**config.mk**
```make
export PLATFORM = sky130hd
export DESIGN_NAME = step_pulse_gen
export DESIGN_NICKNAME = d
export VERILOG_FILES = /design/src/rtl/step_gen_pkg.sv /design/src/rtl/step_period_timer.sv /design/src/rtl/step_pulse_gen.sv
export SDC_FILE = /design/constraint.sdc
export NUM_CORES = 1
export LEC_CHECK = 0
export ABC_AREA = 1
export CAP_MARGIN = 20
export CORE_MARGIN = 4
export CORE_UTILIZATION = 55
export CTS_BUF_LIST = sky130_fd_sc_hd__clkbuf_4
export DETAILED_ROUTE_END_ITERATION = 10
export GPL_TIMING_DRIVEN = 0
export PLACE_DENSITY_LB_ADDON = 0.12
export RECOVER_POWER = 50
export SYNTH_ARGS = -nofsm -noshare
export SYNTH_HDL_FRONTEND = slang
export SYNTH_SLANG_ARGS = --single-unit
```
**constraint.sdc**
```tcl
create_clock -name clk -period 1.9 [get_ports clk]
set_input_delay 0.285 -clock clk [delete_from_list [all_inputs] [get_ports clk]]
set_output_delay 0.285 -clock clk [all_outputs]
set_load 0.03 [all_outputs]
```
**src/rtl/step_gen_pkg.sv**
```systemverilog
// Shared types and constants for the step pulse generator.
package step_gen_pkg;

  typedef enum logic [1:0] {
    IDLE = 2'd0,
    RUN  = 2'd1,
    DONE = 2'd2
  } step_state_t;

  localparam logic DIR_UP   = 1'b1;
  localparam logic DIR_DOWN = 1'b0;

endpackage : step_gen_pkg

```
**src/rtl/step_period_timer.sv**
```systemverilog
// Loadable phase counter that sets the spacing between step pulses.
// On load the counter starts at phase 1 (phase 0 belongs to the load cycle,
// whose pulse the parent raises directly); tick marks phase 0 of each period.
// A period of 0 behaves like a period of 1.
module step_period_timer #(
  parameter int DIV_W = 8
) (
  input  logic             clk,
  input  logic             rst_n,
  input  logic             load,
  input  logic [DIV_W-1:0] period,
  output logic             tick
);

  logic [DIV_W-1:0] period_q;
  logic [DIV_W-1:0] phase;

  // Latch the period on load and wrap the phase at period-1.
  always_ff @(posedge clk) begin
    if (!rst_n) begin
      period_q <= '0;
      phase    <= '0;
    end else if (load) begin
      period_q <= period;
      phase    <= (period <= DIV_W'(1)) ? '0 : DIV_W'(1);
    end else if (period_q <= DIV_W'(1) || phase == period_q - DIV_W'(1)) begin
      phase <= '0;
    end else begin
      phase <= phase + DIV_W'(1);
    end
  end

  assign tick = (phase == '0);

endmodule : step_period_timer

```
**src/rtl/step_pulse_gen.sv**
```systemverilog
// Step-command transmitter: accepts a request (direction, count, spacing)
// and emits that many single-cycle incr or decr pulses, one per period,
// followed by a one-cycle done strobe. All outputs are registered.
module step_pulse_gen
  import step_gen_pkg::*;
#(
  parameter int CNT_W = 4,
  parameter int DIV_W = 8
) (
  input  logic             clk,
  input  logic             rst_n,
  input  logic             req_valid,
  output logic             req_ready,
  input  logic             req_dir,
  input  logic [CNT_W-1:0] req_steps,
  input  logic [DIV_W-1:0] div,
  input  logic             abort,
  output logic             incr,
  output logic             decr,
  output logic             done,
  output logic [CNT_W-1:0] remaining
);

  step_state_t      state, state_next;
  logic             dir_q, dir_next;
  logic [CNT_W-1:0] remaining_next;
  logic             pulse;
  logic             incr_next, decr_next, done_next, ready_next;
  logic             accept;
  logic             tick;

  // req_ready is only ever high in IDLE, so it doubles as the state qualifier.
  assign accept = req_valid && req_ready;

  step_period_timer #(
    .DIV_W (DIV_W)
  ) u_timer (
    .clk    (clk),
    .rst_n  (rst_n),
    .load   (accept),
    .period (div),
    .tick   (tick)
  );

  // Next-state, pulse issue and remaining-count bookkeeping.
  always_comb begin
    // NOTE: every signal gets a default first so no path leaves it unassigned,
    // which would otherwise infer a latch.
    state_next     = state;
    dir_next       = dir_q;
    remaining_next = remaining;
    pulse          = 1'b0;

    case (state)
      IDLE: begin
        if (accept) begin
          dir_next = req_dir;
          if (req_steps == '0) begin
            state_next     = DONE;
            remaining_next = '0;
          end else begin
            // First pulse leaves on the accept edge itself.
            state_next     = RUN;
            pulse          = 1'b1;
            remaining_next = req_steps - CNT_W'(1);
          end
        end
      end
      RUN: begin
        // remaining==0 here means the last pulse is on the outputs now.
        if (abort || remaining == '0) begin
          state_next = DONE;
        end else if (tick) begin
          pulse          = 1'b1;
          remaining_next = remaining - CNT_W'(1);
        end
      end
      DONE:    state_next = IDLE;
      default: state_next = IDLE;
    endcase

    incr_next  = pulse && (dir_next == DIR_UP);
    decr_next  = pulse && (dir_next == DIR_DOWN);
    done_next  = (state_next == DONE);
    ready_next = (state_next == IDLE);
  end

  // State, request latch and registered outputs.
  always_ff @(posedge clk) begin
    // NOTE: non-blocking assignments keep every register updating from the
    // values sampled before the edge, avoiding simulation order races.
    if (!rst_n) begin
      state     <= IDLE;
      dir_q     <= DIR_DOWN;
      remaining <= '0;
      incr      <= 1'b0;
      decr      <= 1'b0;
      done      <= 1'b0;
      req_ready <= 1'b0;
    end else begin
      state     <= state_next;
      dir_q     <= dir_next;
      remaining <= remaining_next;
      incr      <= incr_next;
      decr      <= decr_next;
      done      <= done_next;
      req_ready <= ready_next;
    end
  end

endmodule : step_pulse_gen

```
==> impl_metrics.tcl, run 1 <==
set metrics [dict create \
    outcome "complete, no violations" \
    overflow 0 \
    antenna_found_initial 0 \
    dieArea_mm2 0.003622 \
    synthToLayoutAreaGrowth_pct 20.97 \
    wl_per_cell_um 10.87 \
    clockRootBuffer "clkbuf_4" \
    drtIter0Drc 43 \
    maxCapViolCount 0 \
    cp_data_arrival_time_ns 1.50 \
    drc 0 \
    drive_gt1_share_pct 5.578 \
    multi_input_area_um2 825.8 \
    path_clk_slew_ns 0.15 \
    p_leak_nw 0.7853 \
    grt_max_degree 17 \
    post_cts_buffers 0 \
    synth_area_mm2 0.001498 \
    place_area_mm2 0.001775 \
    drt-total-wl_um 3054 \
    vias_per_cell 5.007 \
    ir_drop_mv 0.5108 \
    grt_pass1_vias 1271 \
    num_vias 1407 \
    coreArea_mm2 0.002545 \
    ys_async_sr_fraction_pct 0 \
    ys_seq_elements 27 \
    slowest_stage "clkdlybuf4s50_1" \
    synth_commonest_cells "nand2_1 (48), nor2_1 (32), inv_1 (31)" \
    seqCellArea_um2 541.8 \
    dr.pass1.iters 4 \
    worstPathCellList "clkdlybuf4s50_1" \
    min_period_ns 1.790 \
    reg2reg_slack_ns 0.15 \
    max_slew_margin_pct 74.70 \
    p_per_area_mw_per_mm2 706.0 \
    n_fill_cell 240 \
    cts_inserted_buffers 3 \
    num_rows 18 \
    synth_edf_count 0 \
    synth_top_area_share_pct 36.09 \
    antenna_cells 0 \
    cts_max_path_buffers 2 \
    finalClockSkew_ns 0.002639 \
    grt_usage_pct 18.41 \
    yosys-top-cells-area "dfxtp_1 (36%), nand2_1 (12%), nor2_1 (8.0%), inv_1 (7.8%), a21oi_1 (5.7%)" \
    synth_nets 245 \
    total_power_w 0.001279 \
    ant_nets 0 \
    cts_tree "built" \
    critPathKind "reg2out" \
    slew_viol_final 0 \
    initial_core_util_pct 58.85 \
    finalSetupViolations 0 \
    fin_area_mm2 0.001812 \
    htreeDepth 1 \
    yosysSeqAreaShare_pct 36.09 \
    cpPeakStageDelay_ns 0.71 \
    crit_family "buffers and inverters" \
    placement.io_buffers 24 \
    syn_inst 223 \
    fmax_mhz 558.8 \
    hold_slack_ns 0.5217 \
    clkSinkCount 27 \
    fin_nets 274 \
    hpwl_um 2462 \
    min_period_over_period_pct 94.19 \
    synth_warnings 0 \
    cp-end-kind "primary output" \
    yosysMostFrequentCell "nand2_1" \
    worst_slew_pin_slew_ns 0.3756 \
    startpoint_type "flop" \
    synth.avg_cell_area_um2 6.716 \
    synth_cell_type_count 26 \
    place_congestion 0.8575 \
    die_x_um 60.19 \
    grt_pass1_wl_um 5071 \
    ctsHoldBuffers 0 \
    ios 25 \
    path_buf_inv 1 \
    die_h_um 60.19 \
    clkLatencyLatePin_ns 0.32 \
    yosys.area.top_type "dfxtp_1" \
    post_cts_resized 0 \
    crit_path_max_fanout 6 \
    worst_ep_required_time_ns 1.62 \
    synth_ff_type "dfxtp_1" \
    hold_class "reg2reg" \
    finalHoldViolations 0 \
]
stage by stage:
step	setup WS (ns)	util, %	TNS, ns	cells
finish	0.1105	71.19	0	281
floorplan	0.1811	-	0	223
global placement	0.01384	69.76	0	277
global route	-0.003684	71.19	-0.005297	281
CTS	0.07686	70.94	0	281
detailed placement	-0.01139	69.76	-0.01139	277
power breakdown:
group | switching (W) | internal, W | total, W
clock | 0.000171 | 0.0000804 | 0.000252
combinational | 0.000225 | 0.000164 | 0.000389
sequential | 0.0000335 | 0.000605 | 0.000638
state kept, by name, summed over array words and instances (netlist names):
signal            count
state                 2
dir_q                 1
req_ready             1
decr                  1
remaining             4
done                  1
u_timer.period_q      8
u_timer.phase         8
incr                  1
final timing paths:
path                               startpoint                                to  depth (start not counted)
max                 remaining[0]$_SDFFE_PN0P_                      remaining[0]                          1
min          u_timer.period_q[6]$_SDFFE_PN0P_  u_timer.period_q[6]$_SDFFE_PN0P_                          2
max reg2reg  u_timer.period_q[0]$_SDFFE_PN0P_       u_timer.phase[0]$_SDFF_PN0_                         11
min reg2reg  u_timer.period_q[6]$_SDFFE_PN0P_  u_timer.period_q[6]$_SDFFE_PN0P_                          2
placed cells by master, fill, tap and decap left out, types with 6 or more instances in the layout:
master / Yosys / routed
inv_1: 31 / 31
xnor2_1: 6 / 6
nand3_1: 13 / 13
o21ai_0: 15 / 16
clkdlybuf4s50_1: 0 / 20
nor2_1: 32 / 32
nand2_1: 48 / 47
dfxtp_1: 27 / 26
a21oi_1: 17 / 16
cell families (layout without fill, tap and decap cells):
family	count (synthesis)	in the layout	share of synthesized area, %
and+or+nand+nor	106	106	30.49
AOI/OAI and AO/OA	38	38	13.62
buffers and inverters	36	64	9.106
DFF	27	27	36.09
xor gates and xnor gates	10	10	5.848
adders and majority gates	5	5	4.177
muxes	1	1	0.6684
per-layer routing:
layer	share of wire [%]	track usage, %	vias to the layer above	routed length [um]
li1	-	-	766	-
met1	47	21.99	606	1444
met2	48	32.10	29	1457
met3	3.4	3.240	6	104
met4	1.6	7.595	0	48
met5	0	0	-	0
cell type report:
cell class	count	share of cell area, %
clock buffer	3	1.243
multi-input combinational	160	45.58
sequential	27	29.90
inverter	33	6.837
tap	30	2.072
timing repair buffer	24	13.26
clock inverter	1	0.4144
buffer	3	0.6906
No activity file was read; power rests on OpenSTA's default activity.
==> run 2: changes to the inputs <==
==> constraint.sdc (replaced) <==
create_clock -name clk -period 1.9 [get_ports clk]
set_input_delay 0.475 -clock clk [delete_from_list [all_inputs] [get_ports clk]]
set_output_delay 0.475 -clock clk [all_outputs]
set_load 0.03 [all_outputs]
==> run 2 against run 1 <==
Worst hold slack is essentially flat. Sequential share of layout area grew 0.38 points. Count of clock-buffer cells in the layout is the same. Combinational power shrank 2%. Fmax is essentially flat. Global-route usage is the same. Wire length grew 1.0%. Sequential power is essentially flat. Core utilization shrank 0.74 points. Clock power is essentially flat. Highest routed layer unchanged.
==> impl_metrics.tcl, run 2 (synthesis gave the netlist of run 1 again) <==
set metrics [dict create \
    worst_slew_pin_slew_ns 0.4044 \
    clkLatencyLatePin_ns 0.32 \
    finalSetupViolations 0 \
    startpoint_type "flop" \
    hpwl_um 2462 \
    drc 0 \
    num_vias 1430 \
    antenna_found_initial 0 \
    crit_family "buffers and inverters" \
    initial_core_util_pct 58.85 \
    path_clk_slew_ns 0.15 \
    drive_gt1_share_pct 5.976 \
    die_x_um 60.19 \
    n_fill_cell 242 \
    drtIter0Drc 48 \
    timing.rr.end "u_timer.phase[0]$_SDFF_PN0_" \
    num_rows 18 \
    top_layer "met4" \
    finalHoldViolations 0 \
    cts_tree "built" \
    wl_per_cell_um 10.98 \
    met3_length_um 100 \
    layout_common_cells "nand2_1 (47), nor2_1 (33), inv_1 (31)" \
    slowest_stage "clkdlybuf4s50_1" \
    p_per_area_mw_per_mm2 708.9 \
    ctsHoldBuffers 0 \
    cts_inserted_buffers 3 \
    finalClockSkew_ns 0.002362 \
    antenna_cells 0 \
    dp.cells 277 \
    cts_max_path_buffers 2 \
    grt_pass1_wl_um 5071 \
    reg_top3 "u_timer.period_q (8), u_timer.phase (8), remaining (4)" \
    dieArea_mm2 0.003622 \
    coreArea_mm2 0.002545 \
    grt_max_degree 17 \
    ant_nets 0 \
    min_path_cells 2 \
    critPathKind "reg2out" \
    path_buf_inv 1 \
    r2r_cells 11 \
    min_period_over_period_pct 94.10 \
    r2r-start "u_timer.period_q[0]$_SDFFE_PN0P_" \
    grt_pass1_vias 1271 \
    min_to "u_timer.period_q[6]$_SDFFE_PN0P_" \
    max_slew_margin_pct 73.15 \
    synthToLayoutAreaGrowth_pct 19.72 \
    cp_data_arrival_time_ns 1.31 \
    clkSinkCount 27 \
    p_leak_nw 0.7787 \
    placement.io_buffers 24 \
    fin_cells 281 \
    place_congestion 0.8575 \
    hold_class "reg2reg" \
    place_area_mm2 0.001775 \
    final_common_cell "nand2_1" \
    vias_per_cell 5.089 \
    min_period_ns 1.788 \
    cpPeakStageDelay_ns 0.66 \
    worstPathCellList "clkdlybuf4s50_1" \
    total_power_w 0.001271 \
    reg2reg_slack_ns 0.15 \
    fin_area_mm2 0.001793 \
    overflow 0 \
    slew_viol_final 0 \
    fin_nets 274 \
    worst_ep_required_time_ns 1.42 \
    clockRootBuffer "clkbuf_4" \
    cp.depth 1 \
    final_util_pct 70.45 \
    drt-met1-wl_um 1461 \
    cp-end-kind "primary output" \
    maxCapViolCount 0 \
    htreeDepth 1 \
    grt_setup_unrepaired "no" \
    dr.pass1.iters 4 \
    die_h_um 60.19 \
    grt_usage_pct 18.41 \
    wl_met2_um 1472 \
    drt-total-wl_um 3086 \
    ir_drop_mv 0.5106 \
    worstHoldStart "u_timer.period_q[6]$_SDFFE_PN0P_" \
    crit_path_max_fanout 1 \
    outcome "complete, no violations" \
    fmax_mhz 559.3 \
    ios 25 \
]
-- run 2: worst max path at each step --
stage                                              to                        startpoint  slack [ns]
after global routing      u_timer.phase[2]$_SDFF_PP0_  u_timer.period_q[0]$_SDFFE_PN0P_       0.007
after detailed placement    remaining[2]$_SDFFE_PN0P_                         req_valid       -0.20
after floorplan             remaining[3]$_SDFFE_PN0P_         remaining[0]$_SDFFE_PN0P_        0.18
after global placement      remaining[2]$_SDFFE_PN0P_                         req_valid       -0.18
after CTS                                remaining[1]         remaining[1]$_SDFFE_PN0P_        0.01
final                                            incr                   incr$_SDFF_PN0_        0.11
-- run 2: stage by stage --
stage / setup TNS [ns] / hold slack (ns) / setup WS, ns
after floorplan: 0 / 0.4535 / 0.1811
after global placement: -0.8537 / 0.4872 / -0.1762
after detailed placement: -1.012 / 0.4911 / -0.2014
after CTS: 0 / 0.5112 / 0.01255
after global routing: 0 / 0.5284 / 0.006883
final: 0 / 0.5217 / 0.1122
-- run 2: layout make-up --
| cell class | instances | area [um^2] | share of cell area, % |
|---|---|---|---|
| inverter | 33 | 123.9 | 6.909 |
| multi-input combinational | 160 | 827.0 | 46.13 |
| sequential | 27 | 543.0 | 30.29 |
| tap | 30 | 37.54 | 2.094 |
| clock inverter | 1 | 7.507 | 0.4187 |
| timing repair buffer | 24 | 219.0 | 12.21 |
| buffer | 3 | 12.51 | 0.6978 |
| clock buffer | 3 | 22.52 | 1.256 |
-- run 2: routing by layer --
metal	GRT usage, %	up-vias
met3	3.240	8
met4	7.595	0
met1	21.99	624
li1	-	770
met5	0	-
met2	32.10	28
-- run 2: what timing repair did --
item	CTS	global route
buffers inserted	0	0
gates resized for setup	2	8
endpoints found under the setup margin	2	17
endpoints found under the hold margin	0	0
-- run 2: power breakdown --
group / leakage [nW] / switching, W / internal, W / total (W)
Sequential: 0.221 / 0.0000341 / 0.000605 / 0.000639
Clock: 0.0139 / 0.000171 / 0.0000804 / 0.000252
Combinational: 0.543 / 0.000226 / 0.000154 / 0.000380
Total: 0.779 / 0.000432 / 0.000840 / 0.00127
==> run 3: changes to the inputs <==
--- a/config.mk
+++ b/config.mk
@@ -9,7 +9,7 @@
 export CAP_MARGIN = 20
 export CORE_MARGIN = 4
 export CORE_UTILIZATION = 55
-export CTS_BUF_LIST = sky130_fd_sc_hd__clkbuf_4
+export CTS_BUF_LIST = sky130_fd_sc_hd__clkbuf_2
 export DETAILED_ROUTE_END_ITERATION = 10
 export GPL_TIMING_DRIVEN = 0
 export PLACE_DENSITY_LB_ADDON = 0.12
==> run 3 against run 2 <==
Flip-flop and latch count is the same. Critical endpoint is now remaining[2]$_SDFFE_PN0P_. Critical path depth grew 8. Highest routed layer unchanged. Sequential share of layout area grew 0.21 points. Critical path type is now in2reg. Core utilization shrank 0.49 points. Worst hold slack gained 0.0063 ns.
==> impl_metrics.tcl, run 3 (synthesis gave the netlist of run 1 again) <==
set metrics [dict create \
    fmax_mhz 550.6 \
    ios 25 \
    cp_data_arrival_time_ns 2.10 \
    place_congestion 0.8575 \
    worst_ep_required_time_ns 2.19 \
    dp.cells 277 \
    cts_tree "built" \
    coreArea_mm2 0.002545 \
    cpPeakStageDelay_ns 0.55 \
    grt_pass1_wl_um 5071 \
    max_slew_margin_pct 74.98 \
    startpoint_type "primary input" \
    drt-total-wl_um 3045 \
    finalHoldViolations 0 \
    clkSinkCount 27 \
    reg_top3 "u_timer.period_q (8), u_timer.phase (8), remaining (4)" \
    worstPathCellList "dlygate4sd3_1, nand2_1, inv_1, nand2_1, nand2_1, nand2_1, inv_1, o21ai_0, nor2_1" \
    p_leak_nw 0.7854 \
    p_per_area_mw_per_mm2 695.8 \
    antenna_cells 0 \
    vias_per_cell 5.028 \
    drive_gt1_share_pct 5.976 \
    hpwl_um 2462 \
    ir_drop_mv 0.6544 \
    dr.pass1.iters 6 \
    cp-end-kind "flop" \
    final_common_cell "nand2_1" \
    htreeDepth 1 \
    ant_nets 0 \
    num_vias 1413 \
    slew_viol_final 0 \
    num_rows 18 \
    initial_core_util_pct 58.85 \
    grt_usage_pct 18.54 \
    multi_input_area_um2 825.8 \
    crit_family "buffers and inverters" \
    antenna_found_initial 0 \
    die_x_um 60.19 \
    die_h_um 60.19 \
    hold_class "reg2reg" \
    clkLatencyLatePin_ns 0.35 \
    n_fill_cell 246 \
    drc 0 \
    total_power_w 0.001239 \
    grt_max_degree 17 \
    ctsHoldBuffers 0 \
    grt_setup_unrepaired "no" \
    worst_slew_pin_slew_ns 0.3749 \
    finalClockSkew_ns 0.002612 \
    cts_max_path_buffers 2 \
    fin_cells 281 \
    cts_inserted_buffers 3 \
    dieArea_mm2 0.003622 \
    maxCapViolCount 0 \
    slowest_stage "dlygate4sd3_1" \
    finalSetupViolations 0 \
    outcome "complete, no violations" \
    crit_path_max_fanout 9 \
    synthToLayoutAreaGrowth_pct 18.88 \
    min_period_over_period_pct 95.59 \
    fin_nets 274 \
    wl_per_cell_um 10.84 \
    placement.io_buffers 24 \
    layout_common_cells "nand2_1 (47), nor2_1 (32), inv_1 (30)" \
    seqCellArea_um2 543.0 \
    cp_common_cell "nand2_1" \
    grt_pass1_vias 1267 \
    drtIter0Drc 48 \
    overflow 0 \
    path_clk_slew_ns 0.25 \
    clockRootBuffer "clkbuf_2" \
    min_period_ns 1.816 \
    path_buf_inv 3 \
    critPathKind "in2reg" \
]
-- run 3: cell types whose count changed in the layout (fill, tap and decap cells not counted), moves of 2 or more --
cell             previous run  this run
dlygate4sd2_1               2         5
clkdlybuf4s50_1            18        15
clkbuf_4                    3         0
or2_0                       2         0
clkbuf_2                    0         3
or2_1                       0         2
-- run 3: worst reg2reg max path, delay by kind of cell, from the launching register on --
family | cells | cell delay, ns
adders and majority gates | 1 | 0.32
buffers and inverters | 2 | 0.11
and+or+nand+nor | 9 | 0.69
DFF | 1 | 0.42
AOI/OAI and AO/OA | 1 | 0.07
-- run 3: routing by layer --
layer,GRT usage (%),wire length [um]
met4,8.544,61
met2,31.94,1441
met1,22.12,1428
met5,0,0
met3,3.240,114
-- run 3: area by class of cell --
cell class                      instances  area share, %
Multi-Input combinational cell        160          46.38
Sequential cell                        27          30.50
Timing Repair Buffer                   24          12.09
Inverter                               33          6.957
Tap cell                               30          2.108
Clock buffer                            3         0.8433
Buffer                                  3         0.7027
Clock inverter                          1         0.4216
-- run 3: path summary, 6_finish.rpt --
check | cells past startpoint | slack (ns) | startpoint | endpoint
worst min register to register | 2 | 0.53 | remaining[0]$_SDFFE_PN0P_ | remaining[0]$_SDFFE_PN0P_
worst max-delay path | 9 | 0.08 | req_valid | remaining[2]$_SDFFE_PN0P_
worst min-delay path | 2 | 0.53 | remaining[0]$_SDFFE_PN0P_ | remaining[0]$_SDFFE_PN0P_
worst max register to register | 13 | 0.21 | u_timer.period_q[0]$_SDFFE_PN0P_ | u_timer.phase[0]$_SDFF_PN0_
-- run 3: per-stage QoR --
step / setup WS [ns] / TNS [ns] / utilization (%) / hold slack, ns / instance area (um^2)
2_1_floorplan: 0.1811 / 0 / - / 0.4535 / 1498
3_3_place_gp: -0.1762 / -0.8537 / 69.76 / 0.4872 / 1775
3_5_place_dp: -0.2014 / -1.012 / 69.76 / 0.4911 / 1775
4_1_cts: 0.02187 / 0 / 70.40 / 0.5187 / 1792
5_1_grt: 0.02088 / 0 / 69.96 / 0.5359 / 1780
6_report: 0.08386 / 0 / 69.96 / 0.5280 / 1780
-- run 3: where the power goes --
group | internal (W) | switching, W | leakage (nW) | total (W)
Clock | 0.0000488 | 0.000171 | 0.0126 | 0.000220
Combinational | 0.000154 | 0.000224 | 0.551 | 0.000379
Sequential | 0.000607 | 0.0000337 | 0.221 | 0.000640
-- run 3: timing repair --
action	in CTS	in global routing
hold endpoints to repair	0	0
setup endpoints to repair	5	17
gates resized for setup	5	9
buffers inserted	0	0
